## config.mk

```make
export PLATFORM = sky130hd
export DESIGN_NAME = calc_sequencer
export DESIGN_NICKNAME = d
export VERILOG_FILES = /design/src/rtl/calc_pkg.sv /design/src/rtl/digit_accum.sv /design/src/rtl/calc_sequencer.sv
export SDC_FILE = /design/constraint.sdc
export NUM_CORES = 1
export LEC_CHECK = 0
export ABC_CLOCK_PERIOD_IN_PS = 7000
export BUFFER_PORTS_ARGS = -buffer_cell sky130_fd_sc_hd__buf_2
export CAP_MARGIN = 20
export CORE_MARGIN = 3
export CORE_UTILIZATION = 40
export DETAILED_ROUTE_END_ITERATION = 8
export PLACE_DENSITY = 0.6
export SLEW_MARGIN = 40
export SYNTH_ARGS = -nofsm -noshare
export SYNTH_HDL_FRONTEND = slang
export SYNTH_SLANG_ARGS = --single-unit
```

## constraint.sdc

```tcl
create_clock -name clk -period 7 [get_ports clk]
set_input_delay 1.4 -clock clk [delete_from_list [all_inputs] [get_ports clk]]
set_output_delay 1.4 -clock clk [all_outputs]
set_load 0.005 [all_outputs]
```

## src/rtl/calc_pkg.sv

```systemverilog
// Shared key codes, ALU op encodings and sequencer state encoding for the
// calculator sequencer and the ALU it drives.
package calc_pkg;

  localparam logic [3:0] KEY_ADD = 4'd10;
  localparam logic [3:0] KEY_SUB = 4'd11;
  localparam logic [3:0] KEY_MUL = 4'd12;
  localparam logic [3:0] KEY_DIV = 4'd13;
  localparam logic [3:0] KEY_EQ  = 4'd14;
  localparam logic [3:0] KEY_CLR = 4'd15;

  typedef enum logic [1:0] {
    OP_ADD = 2'd0,
    OP_SUB = 2'd1,
    OP_MUL = 2'd2,
    OP_DIV = 2'd3
  } op_t;

  typedef enum logic [2:0] {
    ST_IDLE    = 3'd0,
    ST_ENTER_A = 3'd1,
    ST_ENTER_B = 3'd2,
    ST_EXEC    = 3'd3,
    ST_SHOW    = 3'd4,
    ST_ERROR   = 3'd5
  } state_t;

  function automatic logic is_digit(input logic [3:0] k);
    return (k <= 4'd9);
  endfunction

  function automatic logic is_oper(input logic [3:0] k);
    return (k >= KEY_ADD) && (k <= KEY_DIV);
  endfunction

  // Operator keys are contiguous, so the op code is the offset from KEY_ADD.
  function automatic op_t key_to_op(input logic [3:0] k);
    logic [3:0] d;
    d = k - KEY_ADD;
    return op_t'(d[1:0]);
  endfunction

endpackage

```

## src/rtl/digit_accum.sv

```systemverilog
// Decimal digit accumulator: value*10 + digit, with a flag saying whether the
// result still fits in W unsigned bits.
module digit_accum #(
  parameter int W = 16
) (
  input  logic [W-1:0] i_value,
  input  logic [3:0]   i_digit,
  output logic [W-1:0] o_result,
  output logic         o_fits
);

  logic [W+3:0] w_ext;
  logic [W+3:0] w_wide;

  // Four guard bits cover the worst case (2^W-1)*10+9 < 16*2^W.
  assign w_ext    = {4'd0, i_value};
  assign w_wide   = (w_ext << 3) + (w_ext << 1) + {{W{1'b0}}, i_digit};
  assign o_result = w_wide[W-1:0];
  assign o_fits   = (w_wide[W+3:W] == 4'd0);

endmodule

```

## src/rtl/calc_sequencer.sv

```systemverilog
// Keypad calculator sequencer: collects two decimal operands and an operator,
// drives an external ALU, waits ALU_LAT cycles and captures the result.
module calc_sequencer
  import calc_pkg::*;
#(
  parameter int W       = 16,
  parameter int ALU_LAT = 1
) (
  input  logic         clk,
  input  logic         rst,
  input  logic         key_valid,
  input  logic [3:0]   key_code,
  output logic [W-1:0] alu_num1,
  output logic [W-1:0] alu_num2,
  output logic [1:0]   alu_op,
  input  logic [W-1:0] alu_res,
  input  logic         alu_isValid,
  output logic [W-1:0] display,
  output logic         busy,
  output logic         err,
  output logic         done,
  output state_t       dbg_state
);

  localparam int CW = (ALU_LAT > 1) ? $clog2(ALU_LAT) : 1;
  localparam logic [CW-1:0] LAST_CNT = CW'(ALU_LAT - 1);

  state_t        r_state, w_state;
  logic [W-1:0]  r_a, w_a;
  logic [W-1:0]  r_b, w_b;
  op_t           r_op, w_op;
  logic [W-1:0]  r_res, w_res;
  logic [CW-1:0] r_cnt, w_cnt;
  logic          r_b_seen, w_b_seen;
  logic          r_done, w_done;

  logic [W-1:0]  w_acc_in, w_acc_out;
  logic          w_acc_fits;
  logic          w_is_digit, w_is_oper, w_is_eq, w_is_clr;

  // Fresh entry (IDLE/SHOW) starts from zero so the digit itself becomes A.
  assign w_acc_in = (r_state == ST_ENTER_B) ? r_b :
                    (r_state == ST_ENTER_A) ? r_a : '0;

  digit_accum #(.W(W)) u_digit_accum (
    .i_value  (w_acc_in),
    .i_digit  (key_code),
    .o_result (w_acc_out),
    .o_fits   (w_acc_fits)
  );

  assign w_is_digit = key_valid && is_digit(key_code);
  assign w_is_oper  = key_valid && is_oper(key_code);
  assign w_is_eq    = key_valid && (key_code == KEY_EQ);
  assign w_is_clr   = key_valid && (key_code == KEY_CLR);

  always_ff @(posedge clk) begin
    if (rst) begin
      r_state  <= ST_IDLE;
      r_a      <= '0;
      r_b      <= '0;
      r_op     <= OP_ADD;
      r_res    <= '0;
      r_cnt    <= '0;
      r_b_seen <= 1'b0;
      r_done   <= 1'b0;
    end else begin
      r_state  <= w_state;
      r_a      <= w_a;
      r_b      <= w_b;
      r_op     <= w_op;
      r_res    <= w_res;
      r_cnt    <= w_cnt;
      r_b_seen <= w_b_seen;
      r_done   <= w_done;
    end
  end

  always_comb begin
    w_state  = r_state;
    w_a      = r_a;
    w_b      = r_b;
    w_op     = r_op;
    w_res    = r_res;
    w_cnt    = r_cnt;
    w_b_seen = r_b_seen;
    w_done   = 1'b0;

    if (w_is_clr) begin
      w_state  = ST_IDLE;
      w_a      = '0;
      w_b      = '0;
      w_op     = OP_ADD;
      w_res    = '0;
      w_cnt    = '0;
      w_b_seen = 1'b0;
    end else begin
      case (r_state)
        ST_IDLE, ST_SHOW: begin
          if (w_is_digit) begin
            w_a      = w_acc_out;
            w_b      = '0;
            w_b_seen = 1'b0;
            w_state  = ST_ENTER_A;
          end else if (w_is_oper) begin
            // From SHOW the previous result becomes the left operand.
            w_a      = (r_state == ST_SHOW) ? r_res : '0;
            w_b      = '0;
            w_b_seen = 1'b0;
            w_op     = key_to_op(key_code);
            w_state  = ST_ENTER_B;
          end
        end
        ST_ENTER_A: begin
          if (w_is_digit) begin
            if (w_acc_fits) w_a = w_acc_out;
          end else if (w_is_oper) begin
            w_b      = '0;
            w_b_seen = 1'b0;
            w_op     = key_to_op(key_code);
            w_state  = ST_ENTER_B;
          end
        end
        ST_ENTER_B: begin
          if (w_is_digit) begin
            if (w_acc_fits) begin
              w_b      = w_acc_out;
              w_b_seen = 1'b1;
            end
          end else if (w_is_oper) begin
            if (!r_b_seen) w_op = key_to_op(key_code);
          end else if (w_is_eq && r_b_seen) begin
            w_cnt   = '0;
            w_state = ST_EXEC;
          end
        end
        ST_EXEC: begin
          if (r_cnt == LAST_CNT) begin
            if (alu_isValid) begin
              w_res   = alu_res;
              w_done  = 1'b1;
              w_state = ST_SHOW;
            end else begin
              w_state = ST_ERROR;
            end
          end else begin
            w_cnt = r_cnt + 1'b1;
          end
        end
        ST_ERROR: begin
          w_state = ST_ERROR;
        end
        default: begin
          w_state = ST_IDLE;
        end
      endcase
    end
  end

  always_comb begin
    display = '0;
    case (r_state)
      ST_ENTER_A: display = r_a;
      ST_ENTER_B: display = r_b_seen ? r_b : r_a;
      ST_EXEC:    display = r_b;
      ST_SHOW:    display = r_res;
      default:    display = '0;
    endcase
  end

  assign alu_num1  = r_a;
  assign alu_num2  = r_b;
  assign alu_op    = r_op;
  assign busy      = (r_state == ST_EXEC);
  assign err       = (r_state == ST_ERROR);
  assign done      = r_done;
  assign dbg_state = r_state;

endmodule

```

=== After elaboration in Yosys (flattened, before gate mapping) ===
Cells that the tools add are included.

* $lt $le $gt $ge: 3
* Reduce and logical (&&, ||, !) cells: 22
* Add/subtract/negate cells: 4
* Bitwise gates (word level): 2
* Mux-type cells: 41
* Equal/unequal tests: 21

{| class="wikitable"
|+ Operators with widths
! kind !! number
|-
| 2-to-1 mux 16 bit || 11
|-
| case mux 16 bit (4 select lines) || 1
|-
| case mux 16 bit (3 select lines) || 1
|-
| case mux 16 bit (2 select lines) || 1
|-
| 2-to-1 mux 3 bit || 7
|-
| adder 19 x 17 -> 20 bit || 1
|-
| adder 20 x 4 -> 20 bit || 1
|-
| inequality test 2 bit, second input constant || 9
|-
| case mux 3 bit (5 select lines) || 1
|-
| AND reduction 4 bit || 3
|-
| 2-to-1 mux 1 bit || 11
|-
| 2-to-1 mux 2 bit || 5
|-
| equality test 4 bit, second input constant || 2
|-
| less-or-equal comparator 4 bit, second input constant || 2
|-
| inequality test 2 x 1 -> 1 bit, second input constant || 4
|-
| equality test 3 x 2 -> 1 bit, second input constant || 2
|-
| equality test 3 bit, second input constant || 2
|-
| logical AND 1 bit || 6
|-
| AND reduction 6 bit || 1
|-
| nonzero test 2 bit || 3
|-
| AND reduction 5 bit || 1
|-
| >= comparator 4 bit, second input constant || 1
|-
| zero test 4 bit || 1
|-
| case mux 2 bit (2 select lines) || 1
|-
| other kinds (13) || 15
|}

* Register bits after elaboration: 56
* Output and inout port bits: 56
* Input port bits: 24
* Logic and storage cells: 101

=== Longest topological paths before layout ===
Gate-level depths: netlist of run 1.

* Depth in word-level cells: 9
* Depth in mapped cells: 19
* Mapped depth without buffers: 16

=== Cells and area by module ===
Synthesis of run 1 repeated with hierarchy kept, for this count alone.

* Cells, all modules: 432
* Area total of the unflattened synthesis: 3802.4 um^2

{| class="wikitable"
|+ Modules (own cells, without submodules)
! module !! area each (um^2) !! cells an instance !! sequential area each (um^2) !! times used
|-
| calc_sequencer || 2771.4 || 306 || 1101.1 || 1
|-
| digit_accum || 1031.0 || 126 || 0.0 || 1
|}

=== Least setup slack after synthesis of run 1 ===
OpenSTA, ideal clock, no wires.

* Kind: reg-to-reg
* From: register r_state[1] (netlist: dbg_state[1])
* To: register r_a[10] (netlist: alu_num1[10])
* Data required time: 6.914 ns
* Stages on the path, launching flop included: 17
* Period minus slack after synthesis: 4.471 ns
* Setup slack: 2.529 ns
* Arrival: 4.385 ns
* Path buffers: 3
* Setup time: 0.086 ns
* Path through: dfxtp_1 nor2b_1 and2_1 clkbuf_1 clkbuf_1 nand2_1 o21ai_0 fa_1 ha_1 a211o_1 a2111oi_4 nor4_2 and4bb_1 a211oi_1 o41a_4 buf_6 a221oi_2

* Longest elaborated chain between the ends: 8
* Elaborated cells on any way between the ends: 21
* Classes of those cells: 2 x add/sub; 6 x eq/ne; 8 x mux; 5 x reduce/logical

{| class="wikitable"
|+ RTL lines
! element !! RTL line !! RTL
|-
| start, declared || calc_sequencer.sv:28 || <nowiki>state_t r_state, w_state;</nowiki>
|-
| start signal, assigned || calc_sequencer.sv:68 || <nowiki>r_state <= w_state;</nowiki>
|-
| equality test 3 x 1 -> 1 bit || calc_sequencer.sv:43, calc_sequencer.sv:98 ||
|-
| 2-to-1 mux 16 bit || calc_sequencer.sv:43 || <nowiki>(r_state == ST_ENTER_A) ? r_a : '0;</nowiki>
|-
| 2-to-1 mux 16 bit || calc_sequencer.sv:42 || <nowiki>assign w_acc_in = (r_state == ST_ENTER_B) ? r_b :</nowiki>
|-
| adder 19 x 17 -> 20 bit || digit_accum.sv:17 || <nowiki>assign w_wide = (w_ext << 3) + (w_ext << 1) + {{W{1'b0}}, i_digit};</nowiki>
|-
| adder 20 x 4 -> 20 bit || digit_accum.sv:17 ||
|-
| zero test 4 bit or 2-to-1 mux 16 bit (tied branches) || digit_accum.sv:19, calc_sequencer.sv:116 ||
|-
| inequality test 2 x 1 -> 1 bit (no source line) or 2-to-1 mux 16 bit (tied branches) || -- ||
|-
| AND reduction 4 bit (no source line) or case mux 16 bit (2 select lines) (tied branches) || -- ||
|-
| end signal, assigned || calc_sequencer.sv:69 || <nowiki>r_a <= w_a;</nowiki>
|-
| end, declared || calc_sequencer.sv:29 || <nowiki>logic [W-1:0] r_a, w_a;</nowiki>
|}

Several ways; a longest one is shown, not always the timed one. The select of a mux whose other input is x is not followed.
A chain may end at the register's enable or synchronous reset.

=== Worst setup path in the final report of run 1 ===
* From: register r_state[1] (netlist: dbg_state[1])
* To: register r_b[15] (netlist: alu_num2[15])

* Longest elaborated chain between the ends: 8
* Elaborated cells on any way between the ends: 18
* Classes of those cells: 2 x add/sub; 6 x eq/ne; 5 x mux; 5 x reduce/logical

{| class="wikitable"
|+ RTL lines
! element !! RTL line !! RTL
|-
| equality test 3 x 1 -> 1 bit || calc_sequencer.sv:43, calc_sequencer.sv:98 ||
|-
| 2-to-1 mux 16 bit || calc_sequencer.sv:43 ||
|-
| 2-to-1 mux 16 bit || calc_sequencer.sv:42 ||
|-
| adder 19 x 17 -> 20 bit || digit_accum.sv:17 ||
|-
| adder 20 x 4 -> 20 bit || digit_accum.sv:17 ||
|-
| zero test 4 bit or 2-to-1 mux 16 bit (tied branches) || digit_accum.sv:19, calc_sequencer.sv:126 ||
|-
| inequality test 2 x 1 -> 1 bit (no source line) or 2-to-1 mux 16 bit (tied branches) || -- ||
|-
| AND reduction 4 bit (no source line) or case mux 16 bit (3 select lines) (tied branches) || -- ||
|-
| end signal, assigned || calc_sequencer.sv:70 || <nowiki>r_b <= w_b;</nowiki>
|-
| end, declared || calc_sequencer.sv:30 || <nowiki>logic [W-1:0] r_b, w_b;</nowiki>
|}

Several ways; a longest one is shown, not always the timed one. The select of a mux whose other input is x is not followed.

==> impl_metrics.json, run 1 <==
{
  "power.leakage_nw": 2.07,
  "async_reset_ff_frac": 0,
  "grt_usage": 0.211,
  "cts_sinks": 55,
  "cts_resized": 0,
  "ant_nets": 0,
  "vdd_drop_max_mv": 0.114,
  "clockBufferDepth": 2,
  "gr-max-usage-layer": "met2",
  "startpoint": "dbg_state[1]",
  "place.gp.congestion": 0.946,
  "period_minus_slack_ns": 5.45,
  "path_common_cell": "o21ai_0",
  "wirelength_um": 11500,
  "nFillCells": 912,
  "synth.avg_cell_area_um2": 8.27,
  "h-tree-depth": 2,
  "fp.dieH_um": 104,
  "core-area_mm2": 0.00898,
  "cts_tree": "yes",
  "cp.arrival_ns": 5.68,
  "via_count": 3738,
  "cts_buffers": 5,
  "r2r_end": "alu_num2[15]",
  "syn-cell-area_mm2": 0.00380,
  "syn_to_final_growth_pct": 14.7,
  "root_buffer": "clkbuf_8",
  "drt-initial-drc-count": 303,
  "ys_types": 64,
  "ys.flop_type": "dfxtp_1",
  "setup-tns-final_ns": 0,
  "drv_slew": 0,
  "worst_setup_path_start_kind": "register",
  "cellPowerDensity_mw_per_mm2": 162,
  "setup_violations": 0,
  "skew_ns": 0.0124,
  "crit_required_ns": 7.23,
  "vias_per_cell": 5.75,
  "rsz0062_at_grt": "false",
  "initial_core_util": 0.424,
  "cts.clk_slew.worst_paths_ns": 0.10,
  "max-cap-violations": 0,
  "grt_max_degree": 26,
  "crit_chain": "nor2b_1, and2_1, nand2_1, o21ai_0, fa_1, ha_1, a211o_1, a2111oi_4, o31ai_1, a21oi_1, o21ai_0, nor3_2, nand3_1, o2bb2ai_1",
  "gr-usage-met3": 0.0330,
  "use_met2": 0.341,
  "fmax_mhz": 184,
  "grt_overflow": 0,
  "grtUsageMet1": 0.301,
  "fin_cells": 650,
  "final_layout_size_suffix_gt1_frac": 0.225,
  "crit_end": "alu_num2[15]",
  "regToRegStartpoint": "dbg_state[1]",
  "portBuffers": 79,
  "die_x_um": 104,
  "final_nets": 580,
  "synth_edf_count": 0,
  "crit_path_end_kind": "register",
  "cp_top_family": "simple AND/OR/NAND/NOR gates",
  "grt_pass1_wl_um": 18800,
  "critPathMaxStageDelay_ns": 0.68,
  "clk_latency_ns": 0.31,
  "slowest_stage": "and2_1",
  "path_depth": 14,
  "die_area_mm2": 0.0107,
  "dr.pass1.iters": 7,
  "antenna_cells": 0,
  "r2r_slack_ns": 1.55,
  "synth_cells": 460,
  "timing.final.crit_share": 0.778,
  "post_cts_buffers": 0,
  "routedWlPerCell_um": 17.7,
  "cts_hold_buffers": 0,
  "io_pins": 80,
  "worstPathMaxFanout": 20,
  "worstRegToRegCells": 14,
  "yosysWarnings": 0,
  "dp_cells": 642,
  "drc": 0,
  "syn_nets": 517,
  "synth-seq-cells": 55,
  "hold_viol": 0,
  "dpl.hpwl_um": 9050,
  "holdCritPathClass": "reg -> reg",
  "antenna_found_initial": 0,
  "synth-seq-area-share": 0.289,
  "outcome": "complete, no violations",
  "cp.buffers_inverters": 0,
  "num_rows": 34,
  "path_class": "reg -> reg",
  "maxSlewHeadroom": 0.487,
  "worst_pin_slew_ns": 0.770,
  "grt_pass1_vias": 3517
}
## placed cells by master (no fill, tap or decap), types with 3 or more instances in the layout
cell type	instances
nor3_1	4
and3_1	17
nand2_1	59
ha_1	31
a21oi_1	43
a22o_1	3
nand4_1	5
nand2b_1	3
a221oi_1	13
o21ai_0	43
xor2_1	8
xnor2_1	5
clkbuf_8	5
nor2_1	13
a211o_1	3
a221oi_2	10
a221o_1	7
inv_1	37
or3_1	3
o2bb2ai_1	13
a21o_1	3
buf_2	79
nand3_1	6
dfxtp_1	55
a21o_2	5
## Yosys cell counts, drive strengths merged, types with 2 or more instances
library cell / instances / area [µm²]
inv: 38 / 143
o2bb2ai: 14 / 129
a221o: 7 / 70.1
o211ai: 2 / 15.0
ha: 31 / 388
and3b: 2 / 17.5
a22o: 3 / 26.3
fa: 2 / 40.0
and4: 2 / 17.5
a21boi: 2 / 15.0
nand3: 6 / 30.0
nor3: 5 / 30.0
nand2: 59 / 221
clkbuf: 19 / 82.6
nand2b: 3 / 18.8
or3: 3 / 18.8
o21ai: 44 / 220
dfxtp: 55 / 1100
a21o: 8 / 65.1
a211oi: 2 / 15.0
o21a: 2 / 15.0
a21oi: 43 / 215
o31ai: 2 / 15.0
nand4: 5 / 31.3
and2: 2 / 12.5
o22ai: 3 / 25.0
a221oi: 23 / 264
a211o: 3 / 26.3
xor2: 8 / 70.1
nor2: 14 / 52.6
o21bai: 2 / 15.0
buf: 5 / 42.5
xnor2: 5 / 43.8
and3: 19 / 121
## worst min path at each step
stage,from,to,slack (ns),cells past startpoint
floorplan,r_res[0],r_res[0],0.43,2
global placement,alu_op[1],alu_op[1],0.44,2
detailed placement,r_res[11],r_res[11],0.45,2
CTS,r_res[11],r_res[11],0.46,2
global route,r_res[4],r_res[4],0.49,2
finish,r_res[12],r_res[12],0.46,2
## kinds of logic (layout without fill, tap and decap cells)
group           count (synthesis)  count (layout)  share of synthesized area
compound gates                170             170                      0.329
simple gates                  125             125                      0.162
buf+inv                        63             127                     0.0737
flops                          55              55                      0.289
fa+ha+maj                      33              33                      0.112
xor+xnor                       13              13                     0.0299
mux                             1               1                    0.00263
## routing by layer
metal	up-vias	wire, µm
li1	1825	-
met1	1772	5420
met2	128	5220
met3	13	671
met4	0	180
met5	-	0
## registers in the layout, indices dropped and copies added (netlist names)
name / count
alu_num1: 16
alu_num2: 16
r_res: 16
dbg_state: 3
alu_op: 2
done: 1
r_b_seen: 1
## tightest hold or removal path, cell delays in order, from the launching register on
cell     delay (ns)
dfxtp_1        0.32
nand2_1        0.05
a21oi_1        0.05
## cell type report
cell class | count | area, µm² | area share
clock buffer | 5 | 68.8 | 0.0158
clock inverter | 3 | 43.8 | 0.0100
tap | 126 | 158 | 0.0361
inverter | 38 | 143 | 0.0327
timing repair buffer | 81 | 410 | 0.0940
sequential | 55 | 1100 | 0.252
multi-input combinational | 342 | 2440 | 0.559
## metrics by stage
| stage | worst slack, ns | utilization | power (mW) | hold WS [ns] | instance area, µm² |
|---|---|---|---|---|---|
| after floorplan | 2.53 | - | 0.449 | 0.432 | 3800 |
| after global placement | 2.04 | 0.472 | 0.501 | 0.442 | 4240 |
| after detailed placement | 1.71 | 0.473 | 0.502 | 0.450 | 4250 |
| after CTS | 1.65 | 0.486 | 0.711 | 0.464 | 4360 |
| after global routing | 1.02 | 0.486 | 0.744 | 0.490 | 4360 |
| final | 1.55 | 0.486 | 0.708 | 0.460 | 4360 |
## power by group
part	internal [mW]	total, mW	switching, mW
Sequential	0.326	0.340	0.0136
Combinational	0.0577	0.157	0.0992
Clock	0.107	0.211	0.104
Total	0.491	0.708	0.217
Note: power is estimated with default switching activity, not from simulation.
==> inputs of run 2 (changes only) <==
--- a/config.mk
+++ b/config.mk
@@ -5,13 +5,13 @@
 export SDC_FILE = /design/constraint.sdc
 export NUM_CORES = 1
 export LEC_CHECK = 0
-export ABC_CLOCK_PERIOD_IN_PS = 7000
+export ABC_CLOCK_PERIOD_IN_PS = 4500
 export BUFFER_PORTS_ARGS = -buffer_cell sky130_fd_sc_hd__buf_2
 export CAP_MARGIN = 20
 export CORE_MARGIN = 3
 export CORE_UTILIZATION = 40
 export DETAILED_ROUTE_END_ITERATION = 8
-export PLACE_DENSITY = 0.6
+export PLACE_DENSITY = 0.63
 export SLEW_MARGIN = 40
 export SYNTH_ARGS = -nofsm -noshare
 export SYNTH_HDL_FRONTEND = slang
==> constraint.sdc (replaced) <==
create_clock -name clk -period 4.5 [get_ports clk]
set_input_delay 0.9 -clock clk [delete_from_list [all_inputs] [get_ports clk]]
set_output_delay 0.9 -clock clk [all_outputs]
set_load 0.005 [all_outputs]
==> run 2 against run 1 <==
  * Core utilization is 1.7 points higher
  * Via count is 3.5% higher
  * Clock skew is 0.0059 ns higher
  * Non-clock buffer count is 22 higher
  * Clock power is 40% higher
  * Maximum frequency is 27% higher
  * Critical path depth is 1 higher
  * Hold slack worse by 0.0034 ns
  * Combinational power is 71% higher
  * Worst setup slack worse by 1.4 ns
  * First-iteration DRC count is 11% higher
==> impl_metrics.json, run 2 (synthesis gave the netlist of run 1 again) <==
{
  "die_x_um": 104,
  "r2r_slack_ns": 0.20,
  "max-cap-violations": 0,
  "setup-tns-final_ns": 0,
  "slowest_stage": "o41a_4",
  "cts_sinks": 55,
  "cts_buffers": 5,
  "fp.dieH_um": 104,
  "min_from": "r_res[7]",
  "grt_usage": 0.209,
  "regToRegStartpoint": "dbg_state[1]",
  "io_pins": 80,
  "clockPowerShare": 0.271,
  "worstRegToRegCells": 15,
  "crit_required_ns": 4.72,
  "via_count": 3868,
  "min_to": "r_res[7]",
  "layout_common_cells": "79 x buf_2, 59 x nand2_1, 55 x dfxtp_1",
  "p_comb_frac": 0.247,
  "vias_per_cell": 5.76,
  "cts_tree": "yes",
  "num_rows": 34,
  "drv_slew": 0,
  "fmax_mhz": 232,
  "r2r_end": "alu_num1[1]",
  "grt_pass1_vias": 3648,
  "timing.final.crit_share": 0.956,
  "antenna_found_initial": 0,
  "period_minus_slack_ns": 4.30,
  "placed_area_mm2": 0.00438,
  "cp.arrival_ns": 4.53,
  "syn_to_final_growth_pct": 18.7,
  "crit_path_end_kind": "register",
  "worst_setup_path_start_kind": "register",
  "worst_pin_slew_ns": 0.675,
  "clk_latency_ns": 0.33,
  "rsz0062_at_grt": "false",
  "path_class": "reg -> reg",
  "holdCritPathClass": "reg -> reg",
  "maxSlewHeadroom": 0.548,
  "clockBufferDepth": 2,
  "seqPwrFrac": 0.482,
  "antenna_cells": 0,
  "hold_viol": 0,
  "root_buffer": "clkbuf_8",
  "grt_max_degree": 26,
  "skew_ns": 0.0183,
  "setup_violations": 0,
  "outcome": "complete, no violations",
  "wirelength_um": 11600,
  "ant_nets": 0,
  "grt_pass1_wl_um": 18800,
  "whs_path_depth": 2,
  "final_layout_size_suffix_gt1_frac": 0.264,
  "fin_cells": 672,
  "dpl.hpwl_um": 8960,
  "grt_overflow": 0,
  "worstPathMaxFanout": 16,
  "cellPowerDensity_mw_per_mm2": 241,
  "switching_share": 0.331,
  "drc": 0,
  "core-area_mm2": 0.00898,
  "intPower_mw": 0.728,
  "portBuffers": 79,
  "dr.pass1.iters": 5,
  "die_area_mm2": 0.0107,
  "final_nets": 602,
  "routedWlPerCell_um": 17.2,
  "h-tree-depth": 2,
  "power.leakage_nw": 2.17,
  "initial_core_util": 0.424,
  "dp_cells": 661,
  "final_common_cell": "buf_2",
  "crit_chain": "nor2b_1, and2_2, nand2_1, o21ai_0, buf_4, fa_1, inv_1, fa_1, nand2b_1, a21oi_1, o21ba_2, a21oi_1, o311a_2, o41a_4, a221oi_1",
  "cts.clk_slew.worst_paths_ns": 0.10,
  "power.switching_mw": 0.359,
  "drt-initial-drc-count": 337,
  "vdd_drop_max_mv": 0.143,
  "fin_area_mm2": 0.00452,
  "place.gp.congestion": 0.939,
  "critPathMaxStageDelay_ns": 0.62,
  "whs_ns": 0.457
}
[run 2: worst max path at each step]
stage                      start           end  slack [ns]  cells past startpoint
floorplan           dbg_state[1]  alu_num1[11]        0.03                     16
global placement     key_code[3]   alu_num1[2]        0.25                     11
detailed placement  dbg_state[0]   alu_num2[9]        0.12                     14
CTS                 dbg_state[0]   alu_num2[9]        0.07                     14
global route        dbg_state[0]  alu_num1[14]        0.01                     17
finish              dbg_state[1]   alu_num1[1]        0.20                     15
[run 2: worst max-delay path: cells and delay by family (launching register included)]
kind                       cells  cell delay, ns
buffers and inverters          2            0.22
DFF                            1            0.35
adders and majority gates      2            1.00
and+or+nand+nor                4            0.62
AOI/OAI and AO/OA              7            2.01
[run 2: timing repair]
item,in CTS,in global routing
resized for setup,0,12
hold buffers,0,0
endpoints found under the setup margin,0,32
setup buffers,0,3
[run 2: metrics by stage]
step,setup WS (ns),total power [mW],util
after CTS,0.0666,1.09,0.498
after detailed placement,0.117,0.795,0.488
after floorplan,0.0291,0.699,-
final,0.196,1.09,0.503
after global placement,0.249,0.793,0.488
after global routing,0.0113,1.14,0.503
[run 2: metal layers]
layer  part of all wire  GRT usage  up-vias
met5                  0          0        -
met4             0.0092     0.0427        0
met3              0.063     0.0323       12
met2               0.47      0.343      131
met1               0.46      0.291     1855
li1                   -          -     1870
[run 2: layout make-up]
| cell class | instances | area (µm²) |
|---|---|---|
| clock inverters | 3 | 27.5 |
| well taps | 126 | 158 |
| flip-flops and latches | 55 | 1100 |
| fillers | 908 | 4460 |
| inverters | 38 | 143 |
| multi-input cells | 342 | 2440 |
| repair buffers | 103 | 576 |
| clock buffers | 5 | 68.8 |
[run 2: power groups by stage]
stage / clock network (mW) / logic (mW) / registers [mW]
floorplan: 0 / 0.164 / 0.535
global placement: 0 / 0.258 / 0.535
detailed placement: 0 / 0.260 / 0.535
CTS: 0.302 / 0.262 / 0.524
global route: 0.321 / 0.295 / 0.527
finish: 0.295 / 0.268 / 0.524
